## src/rtl/wb_port_arbiter_pkg.sv

```systemverilog
// Shared definitions for the register-file writeback path.
// Latency: n/a (types, constants and a helper only).
// Backpressure: n/a.
package arm_pkg;

  localparam int DATA_W     = 32;
  localparam int ADDR_W     = 4;
  localparam int PC_REG_IDX = 15;

  // One candidate write to the register file.
  typedef struct packed {
    logic              en;
    logic [ADDR_W-1:0] dest;
    logic [DATA_W-1:0] data;
  } wb_req_t;

  // Writes to R15 are diverted to the PC instead of the register file.
  function automatic logic is_pc_dest(input logic [ADDR_W-1:0] dest);
    return dest == ADDR_W'(PC_REG_IDX);
  endfunction

endpackage

```

## src/rtl/wb_port_arbiter_if.sv

```systemverilog
// Bundle of the pipeline writeback, aux handshake and register-file write port.
// Latency: n/a (wiring only).
// Backpressure: aux side uses aux_valid/aux_ready; pipe side is held by stall_pipe.
// Modports: master = pipeline/aux/regfile side, slave = the arbiter.
interface wb_port_arbiter_if;
  import arm_pkg::*;

  // pipeline writeback slot
  logic              pipe_valid;
  logic              pipe_wb_en;
  logic              pipe_mem_r_en;
  logic [ADDR_W-1:0] pipe_dest;
  logic [DATA_W-1:0] pipe_alu_res;
  logic [DATA_W-1:0] pipe_mem_data;
  // auxiliary (multiply) unit
  logic              aux_valid;
  logic              aux_ready;
  logic [ADDR_W-1:0] aux_dest;
  logic [DATA_W-1:0] aux_data;
  // control back to the pipeline
  logic              stall_pipe;
  // register-file write port and PC diversion
  logic              writeBackEn;
  logic [ADDR_W-1:0] Dest_wb;
  logic [DATA_W-1:0] Result_WB;
  logic              pc_wr;
  logic [DATA_W-1:0] pc_val;
  // pending-write info for hazard/forwarding
  logic              pend_valid;
  logic [ADDR_W-1:0] pend_dest;

  modport master (
    output pipe_valid, pipe_wb_en, pipe_mem_r_en, pipe_dest, pipe_alu_res, pipe_mem_data,
    output aux_valid, aux_dest, aux_data,
    input  aux_ready, stall_pipe, writeBackEn, Dest_wb, Result_WB, pc_wr, pc_val,
    input  pend_valid, pend_dest
  );

  modport slave (
    input  pipe_valid, pipe_wb_en, pipe_mem_r_en, pipe_dest, pipe_alu_res, pipe_mem_data,
    input  aux_valid, aux_dest, aux_data,
    output aux_ready, stall_pipe, writeBackEn, Dest_wb, Result_WB, pc_wr, pc_val,
    output pend_valid, pend_dest
  );

endinterface

```

## src/rtl/wb_hold_buf.sv

```systemverilog
// One-entry holding buffer for aux results awaiting a register-file slot.
// Latency: captured at the accepting posedge, visible on full/dest/data the cycle after.
// Backpressure: in_ready == !full, so a full buffer never accepts, even on the draining cycle.
// Ports: clk, rst (sync, active-low); in_valid/in_ready/in_dest/in_data; pop; full/dest/data.
module wb_hold_buf
  import arm_pkg::*;
(
  input  logic              clk,
  input  logic              rst,
  input  logic              in_valid,
  output logic              in_ready,
  input  logic [ADDR_W-1:0] in_dest,
  input  logic [DATA_W-1:0] in_data,
  input  logic              pop,
  output logic              full,
  output logic [ADDR_W-1:0] dest,
  output logic [DATA_W-1:0] data
);

  assign in_ready = !full;

  always_ff @(posedge clk) begin
    if (!rst) begin
      full <= 1'b0;
      dest <= '0;
      data <= '0;
    end else if (in_valid && !full) begin
      full <= 1'b1;
      dest <= in_dest;
      data <= in_data;
    end else if (pop) begin
      // dest/data are left as-is; only full qualifies them
      full <= 1'b0;
    end
  end

endmodule

```

## src/rtl/wb_port_arbiter.sv

```systemverilog
// Single register-file write port shared by the pipeline (priority) and a buffered aux unit.
// Latency: 1 cycle from grant to writeBackEn/Dest_wb/Result_WB (or pc_wr/pc_val for R15).
// Backpressure: aux held via aux_ready; pipe stalled one cycle once aux is denied STARVE_LIMIT times.
// Ports: clk, rst (sync, active-low), bus (wb_port_arbiter_if.slave).
// CNT_W must satisfy 2**CNT_W > STARVE_LIMIT so the saturated count is representable.
module wb_port_arbiter
  import arm_pkg::*;
#(
  parameter int STARVE_LIMIT = 4,
  parameter int CNT_W        = 3
) (
  input  logic                 clk,
  input  logic                 rst,
  wb_port_arbiter_if.slave     bus
);

  logic              buf_full;
  logic [ADDR_W-1:0] buf_dest;
  logic [DATA_W-1:0] buf_data;
  logic              buf_pop;
  logic [CNT_W-1:0]  cnt;
  logic [CNT_W-1:0]  cnt_nxt;
  logic              pipe_req;
  wb_req_t           grant;

  wb_hold_buf u_hold_buf (
    .clk      (clk),
    .rst      (rst),
    .in_valid (bus.aux_valid),
    .in_ready (bus.aux_ready),
    .in_dest  (bus.aux_dest),
    .in_data  (bus.aux_data),
    .pop      (buf_pop),
    .full     (buf_full),
    .dest     (buf_dest),
    .data     (buf_data)
  );

  assign bus.pend_valid = buf_full;
  assign bus.pend_dest  = buf_dest;

  // Stall only depends on registered state, so it never loops back through pipe inputs.
  assign bus.stall_pipe = buf_full && (cnt == CNT_W'(STARVE_LIMIT));
  assign pipe_req       = bus.pipe_valid && bus.pipe_wb_en && !bus.stall_pipe;

  always_comb begin
    grant   = '0;
    buf_pop = 1'b0;
    cnt_nxt = cnt;
    if (pipe_req) begin
      grant.en   = 1'b1;
      grant.dest = bus.pipe_dest;
      grant.data = bus.pipe_mem_r_en ? bus.pipe_mem_data : bus.pipe_alu_res;
      // each pipe win while aux waits counts as one denial
      if (buf_full && (cnt != CNT_W'(STARVE_LIMIT))) begin
        cnt_nxt = cnt + CNT_W'(1);
      end
    end else if (buf_full) begin
      grant.en   = 1'b1;
      grant.dest = buf_dest;
      grant.data = buf_data;
      buf_pop    = 1'b1;
      cnt_nxt    = '0;
    end
  end

  // Every output register is rewritten each cycle, so enables are single-cycle pulses.
  always_ff @(posedge clk) begin
    if (!rst) begin
      cnt             <= '0;
      bus.writeBackEn <= 1'b0;
      bus.Dest_wb     <= '0;
      bus.Result_WB   <= '0;
      bus.pc_wr       <= 1'b0;
      bus.pc_val      <= '0;
    end else begin
      cnt <= cnt_nxt;
      if (grant.en && !is_pc_dest(grant.dest)) begin
        bus.writeBackEn <= 1'b1;
        bus.Dest_wb     <= grant.dest;
        bus.Result_WB   <= grant.data;
      end else begin
        bus.writeBackEn <= 1'b0;
        bus.Dest_wb     <= '0;
        bus.Result_WB   <= '0;
      end
      if (grant.en && is_pc_dest(grant.dest)) begin
        bus.pc_wr  <= 1'b1;
        bus.pc_val <= grant.data;
      end else begin
        bus.pc_wr  <= 1'b0;
        bus.pc_val <= '0;
      end
    end
  end

endmodule

```

## src/flat_wrapper.sv

```systemverilog
// flat-port wrapper written by rule: the top's interface ports become plain ports
module wb_port_arbiter_flat import arm_pkg::*;
#(
  parameter int STARVE_LIMIT = 4,
  parameter int CNT_W        = 3
)
  (clk, rst, bus_pipe_valid, bus_pipe_wb_en, bus_pipe_mem_r_en, bus_pipe_dest, bus_pipe_alu_res, bus_pipe_mem_data, bus_aux_valid, bus_aux_dest, bus_aux_data, bus_aux_ready, bus_stall_pipe, bus_writeBackEn, bus_Dest_wb, bus_Result_WB, bus_pc_wr, bus_pc_val, bus_pend_valid, bus_pend_dest);
  wb_port_arbiter_if bus_i ();
  input  logic clk;
  input  logic rst;
  input wire logic [$bits(bus_i.pipe_valid)-1:0] bus_pipe_valid;
  input wire logic [$bits(bus_i.pipe_wb_en)-1:0] bus_pipe_wb_en;
  input wire logic [$bits(bus_i.pipe_mem_r_en)-1:0] bus_pipe_mem_r_en;
  input wire logic [$bits(bus_i.pipe_dest)-1:0] bus_pipe_dest;
  input wire logic [$bits(bus_i.pipe_alu_res)-1:0] bus_pipe_alu_res;
  input wire logic [$bits(bus_i.pipe_mem_data)-1:0] bus_pipe_mem_data;
  input wire logic [$bits(bus_i.aux_valid)-1:0] bus_aux_valid;
  input wire logic [$bits(bus_i.aux_dest)-1:0] bus_aux_dest;
  input wire logic [$bits(bus_i.aux_data)-1:0] bus_aux_data;
  output wire logic [$bits(bus_i.aux_ready)-1:0] bus_aux_ready;
  output wire logic [$bits(bus_i.stall_pipe)-1:0] bus_stall_pipe;
  output wire logic [$bits(bus_i.writeBackEn)-1:0] bus_writeBackEn;
  output wire logic [$bits(bus_i.Dest_wb)-1:0] bus_Dest_wb;
  output wire logic [$bits(bus_i.Result_WB)-1:0] bus_Result_WB;
  output wire logic [$bits(bus_i.pc_wr)-1:0] bus_pc_wr;
  output wire logic [$bits(bus_i.pc_val)-1:0] bus_pc_val;
  output wire logic [$bits(bus_i.pend_valid)-1:0] bus_pend_valid;
  output wire logic [$bits(bus_i.pend_dest)-1:0] bus_pend_dest;
  assign bus_i.pipe_valid = bus_pipe_valid;
  assign bus_i.pipe_wb_en = bus_pipe_wb_en;
  assign bus_i.pipe_mem_r_en = bus_pipe_mem_r_en;
  assign bus_i.pipe_dest = bus_pipe_dest;
  assign bus_i.pipe_alu_res = bus_pipe_alu_res;
  assign bus_i.pipe_mem_data = bus_pipe_mem_data;
  assign bus_i.aux_valid = bus_aux_valid;
  assign bus_i.aux_dest = bus_aux_dest;
  assign bus_i.aux_data = bus_aux_data;
  assign bus_aux_ready = bus_i.aux_ready;
  assign bus_stall_pipe = bus_i.stall_pipe;
  assign bus_writeBackEn = bus_i.writeBackEn;
  assign bus_Dest_wb = bus_i.Dest_wb;
  assign bus_Result_WB = bus_i.Result_WB;
  assign bus_pc_wr = bus_i.pc_wr;
  assign bus_pc_val = bus_i.pc_val;
  assign bus_pend_valid = bus_i.pend_valid;
  assign bus_pend_dest = bus_i.pend_dest;
  wb_port_arbiter #(.STARVE_LIMIT(STARVE_LIMIT), .CNT_W(CNT_W)) u_core (.clk(clk), .rst(rst), .bus(bus_i));
endmodule
```

## config.mk

```make
export PLATFORM = sky130hd
export DESIGN_NAME = wb_port_arbiter_flat
export DESIGN_NICKNAME = d
export VERILOG_FILES = /design/src/rtl/wb_port_arbiter_pkg.sv /design/src/rtl/wb_port_arbiter_if.sv /design/src/rtl/wb_hold_buf.sv /design/src/rtl/wb_port_arbiter.sv /design/src/flat_wrapper.sv
export SDC_FILE = /design/constraint.sdc
export NUM_CORES = 1
export LEC_CHECK = 0
export BUFFER_PORTS_ARGS = -buffer_cell sky130_fd_sc_hd__buf_2
export CAP_MARGIN = 30
export CORE_MARGIN = 8
export CORE_UTILIZATION = 45
export DETAILED_ROUTE_END_ITERATION = 16
export GPL_ROUTABILITY_DRIVEN = 0
export GPL_TIMING_DRIVEN = 0
export PLACE_DENSITY = 0.75
export REMOVE_ABC_BUFFERS = 1
export SYNTH_ARGS = -nofsm -noshare
export SYNTH_HDL_FRONTEND = slang
export SYNTH_SLANG_ARGS = --single-unit
```

## constraint.sdc

```tcl
create_clock -name clk -period 1.3 [get_ports clk]
set_input_delay 0.26 -clock clk [delete_from_list [all_inputs] [get_ports clk]]
set_output_delay 0.26 -clock clk [all_outputs]
set_load 0.02 [all_outputs]
```

==> impl_results.md <==
* Outcome: finished, violations left
* Failing checks: negative setup slack
* # DRC at 0
* Total length of routed wires at between 15000 and 20000 microns
* Slowest-stage cell, CP: dfxtp_2
* Core area at about 11000 sq um
* Area Growth Syn to Fin at 44.9%
* CP Launch Type: flop
* Initial antenna violation count at 0
* I/O pin count at approximately 190
* Hold bufs inserted after CTS at 0
* Fin Clk Skew at about 0.0043 ns
* Cell Chain, Critical Path: inv_2 -> ha_4 -> nand3_4 -> inv_12 -> buf_16 -> buf_8
* Total Power at between 7 and 8 mW
* Final Hold Viols at 0
* Distinct cells, synth at 32
* Final setup fails at 75
* Die span in y at 123 microns
* Max-cap viol count at 0
* HP Class: in2reg
* Highest-count cells in the layout ignoring fill and taps: 183 x buf_2, 102 x dfxtp_1, 74 x nand2_1
* P_leak at ~2.8 nW
* Setup WS post-layout at -0.281 ns
* Filler cell count at approximately 920
* Minimum clock period at between 1.5 and 2 ns
* CP arrival at about 1.3 ns
* PortBufs at between 150 and 200
* Number of buffers created by CTS at 9
* Synth Area per Inst at 9.05 sq um
* CTS tree: built
* Worst skew pair latency at 0.35 ns
* Commonest non-fill, non-tap cell in the layout: buf_2
* Critical path class: reg2out
* Fmax at roughly 630 MHz
* Share of the synthesized area in the top cell type at between 40% and 50%
* Die area at about 15000 sq um
* Share of layout cells above drive strength 1 at 47.5%
* Gr usage total at about a quarter
* CP delay by family, top: buffers and inverters
* Worst Tran Pin Value at approximately 0.9 ns
* VDD IR max at ~0.00074 V
* RSZ-0062 raised after global routing: true
* DR vias/cell at between 6 and 7
* Mapped Cells at 566
* Die X-Extent at between 100 and 150 microns
* Largest net degree at the start of global routing at 44
* CP endpoint kind: output pin
* Fin area at about 7400 sq um
* Crit path max fanout at 3
* Remaining antenna violation count at 0
* Critical path's largest stage delay at around 0.33 ns
* Starting Density at a little under half
* Synth area leader: dfxtp_1
* Hpwl dp at 10700 microns
* Pwr Density at ~1000 nW/um^2
* Nets at ~860
* Row Count at 39
* #FFs+latches synth at 110
* H-tree Lvls at 3
* # diodes at 0
* First-pass DRT Iterations at 6
* Reg clk slew, reported paths at 0.07 ns
* DP Area at approximately 6100 sq um
* CTS sink cnt at 110
* Rel. slew slack at a little over two fifths
* Data required, critical path at ~1.0 ns
* First-pass GRT wire length at just under 30000 microns
* Vias in the first global route at around 5.6k
* Drt wl/cell at ~22 microns
* Worst Path Buf+Inv at 4
* DR iter-0 viols at ~550
* Sequential share of the synthesized area at roughly 43%
* Synth area leaders: dfxtp_1 43%, o2111ai_1 12%, nand4_1 8.7%
* Fin crit share at 122%
* Total gr overflow at 0
* Cell Area, Synth at roughly 5100 sq um
* Pins over their slew limit at 0
* Syn. warnings at 0
* Root Buffer: clkbuf_16
* Clock Path Buffers at 2
* Via count at 5575
==> layer usage <==
| layer | track usage [%] | up-vias | wire (microns) |
|---|---|---|---|
| met5 | 0 | - | 0 |
| met4 | 11.8 | 0 | 651 |
| met3 | 6.12 | 51 | 2160 |
| met2 | 41.4 | 358 | 9520 |
| met1 | 28.5 | 2639 | 7470 |
| li1 | - | 2527 | - |
==> synthesized netlist by cell type, drive strengths merged <==
library cell and count:
a21boi 38, nand4 71, and2 1, ha 2
o2111ai 68, a21oi 69, nor4bb 1, mux2 32
buf 47, o21a 3, o21ai 1, nand2b 1
dfxtp 110, nand2 75, nor2 1, clkbuf 28
nor4 1, nor2b 1, inv 4, nor3 1
and3b 1, o211ai 1, nand3 7, and4 2
==> sequential cells by signal (all words and copies together) (netlist names) <==
name                    flops
u_core.u_hold_buf.dest      4
u_core.u_hold_buf.data     32
u_core.bus.writeBackEn      1
u_core.bus.Dest_wb          4
u_core.bus.pc_wr            1
u_core.u_hold_buf.full      1
u_core.bus.Result_WB       32
u_core.cnt                  3
u_core.bus.pc_val          32
==> worst paths after layout <==
kind	startpoint	endpoint	slack, ns	cells after the start
max	u_core.cnt[0]$_SDFFE_PN0P_	bus_stall_pipe	-0.28	6
min	bus_aux_dest[3]	u_core.u_hold_buf.dest[3]$_SDFFE_PN0P_	0.14	3
max reg2reg	u_core.cnt[0]$_SDFFE_PN0P_	u_core.bus.Result_WB[29]$_SDFF_PN0_	-0.26	9
min reg2reg	u_core.u_hold_buf.data[23]$_SDFFE_PN0P_	u_core.u_hold_buf.data[23]$_SDFFE_PN0P_	0.48	2
==> stage by stage <==
step	hold slack [ns]	setup TNS, ns	std cells	setup WS (ns)	util, %
floorplan	0.377	-269.11	491	-2.92	-
global placement	0.469	-389.13	820	-3.93	51.7
detailed placement	0.477	-155.67	830	-1.93	53.8
CTS	0.139	-15.19	884	-0.269	63.5
global route	0.148	-16.64	891	-0.340	65.8
finish	0.143	-11.49	891	-0.281	65.8
==> worst min-delay path, delay by kind of cell <==
kind	cells	cell delay, ns
simple gates	1	0.05
buf+inv	1	0.09
compound gates	1	0.05
==> cells by family after synthesis <==
family / Yosys count / synth area share, %
AO/OA/AOI/OAI: 180 / 24.8
AND/OR/NAND/NOR: 163 / 16.5
flip-flops: 110 / 43.0
buffers and inverters: 79 / 8.20
multiplexers: 32 / 7.03
adder cells (fa/ha/maj): 2 / 0.488
==> what timing repair did <==
| action | in CTS | in global routing |
|---|---|---|
| buffers inserted | 29 | 5 |
| gates cloned | 10 | 5 |
| pin swaps | 49 | 23 |
| resized for setup | 100 | 45 |
| setup endpoints to repair | 114 | 116 |
==> area by class of cell <==
| cell class | count | area, sq um | area share, % |
|---|---|---|---|
| timing repair inverter | 2 | 32.5 | 0.438 |
| clock inverter | 1 | 30.0 | 0.405 |
| tap | 143 | 179 | 2.41 |
| timing repair buffer | 233 | 1700 | 23.0 |
| inverter | 4 | 32.5 | 0.438 |
| multi-input combinational | 384 | 2970 | 40.1 |
| clock buffer | 14 | 254 | 3.42 |
| sequential | 110 | 2220 | 29.9 |
==> power by group <==
group	switching, mW	leakage [nW]	internal (mW)
sequential	0.0870	0.898	3.47
combinational	0.627	1.80	0.458
clock	1.20	0.137	1.54
Note: power is estimated with default switching activity, not from simulation.
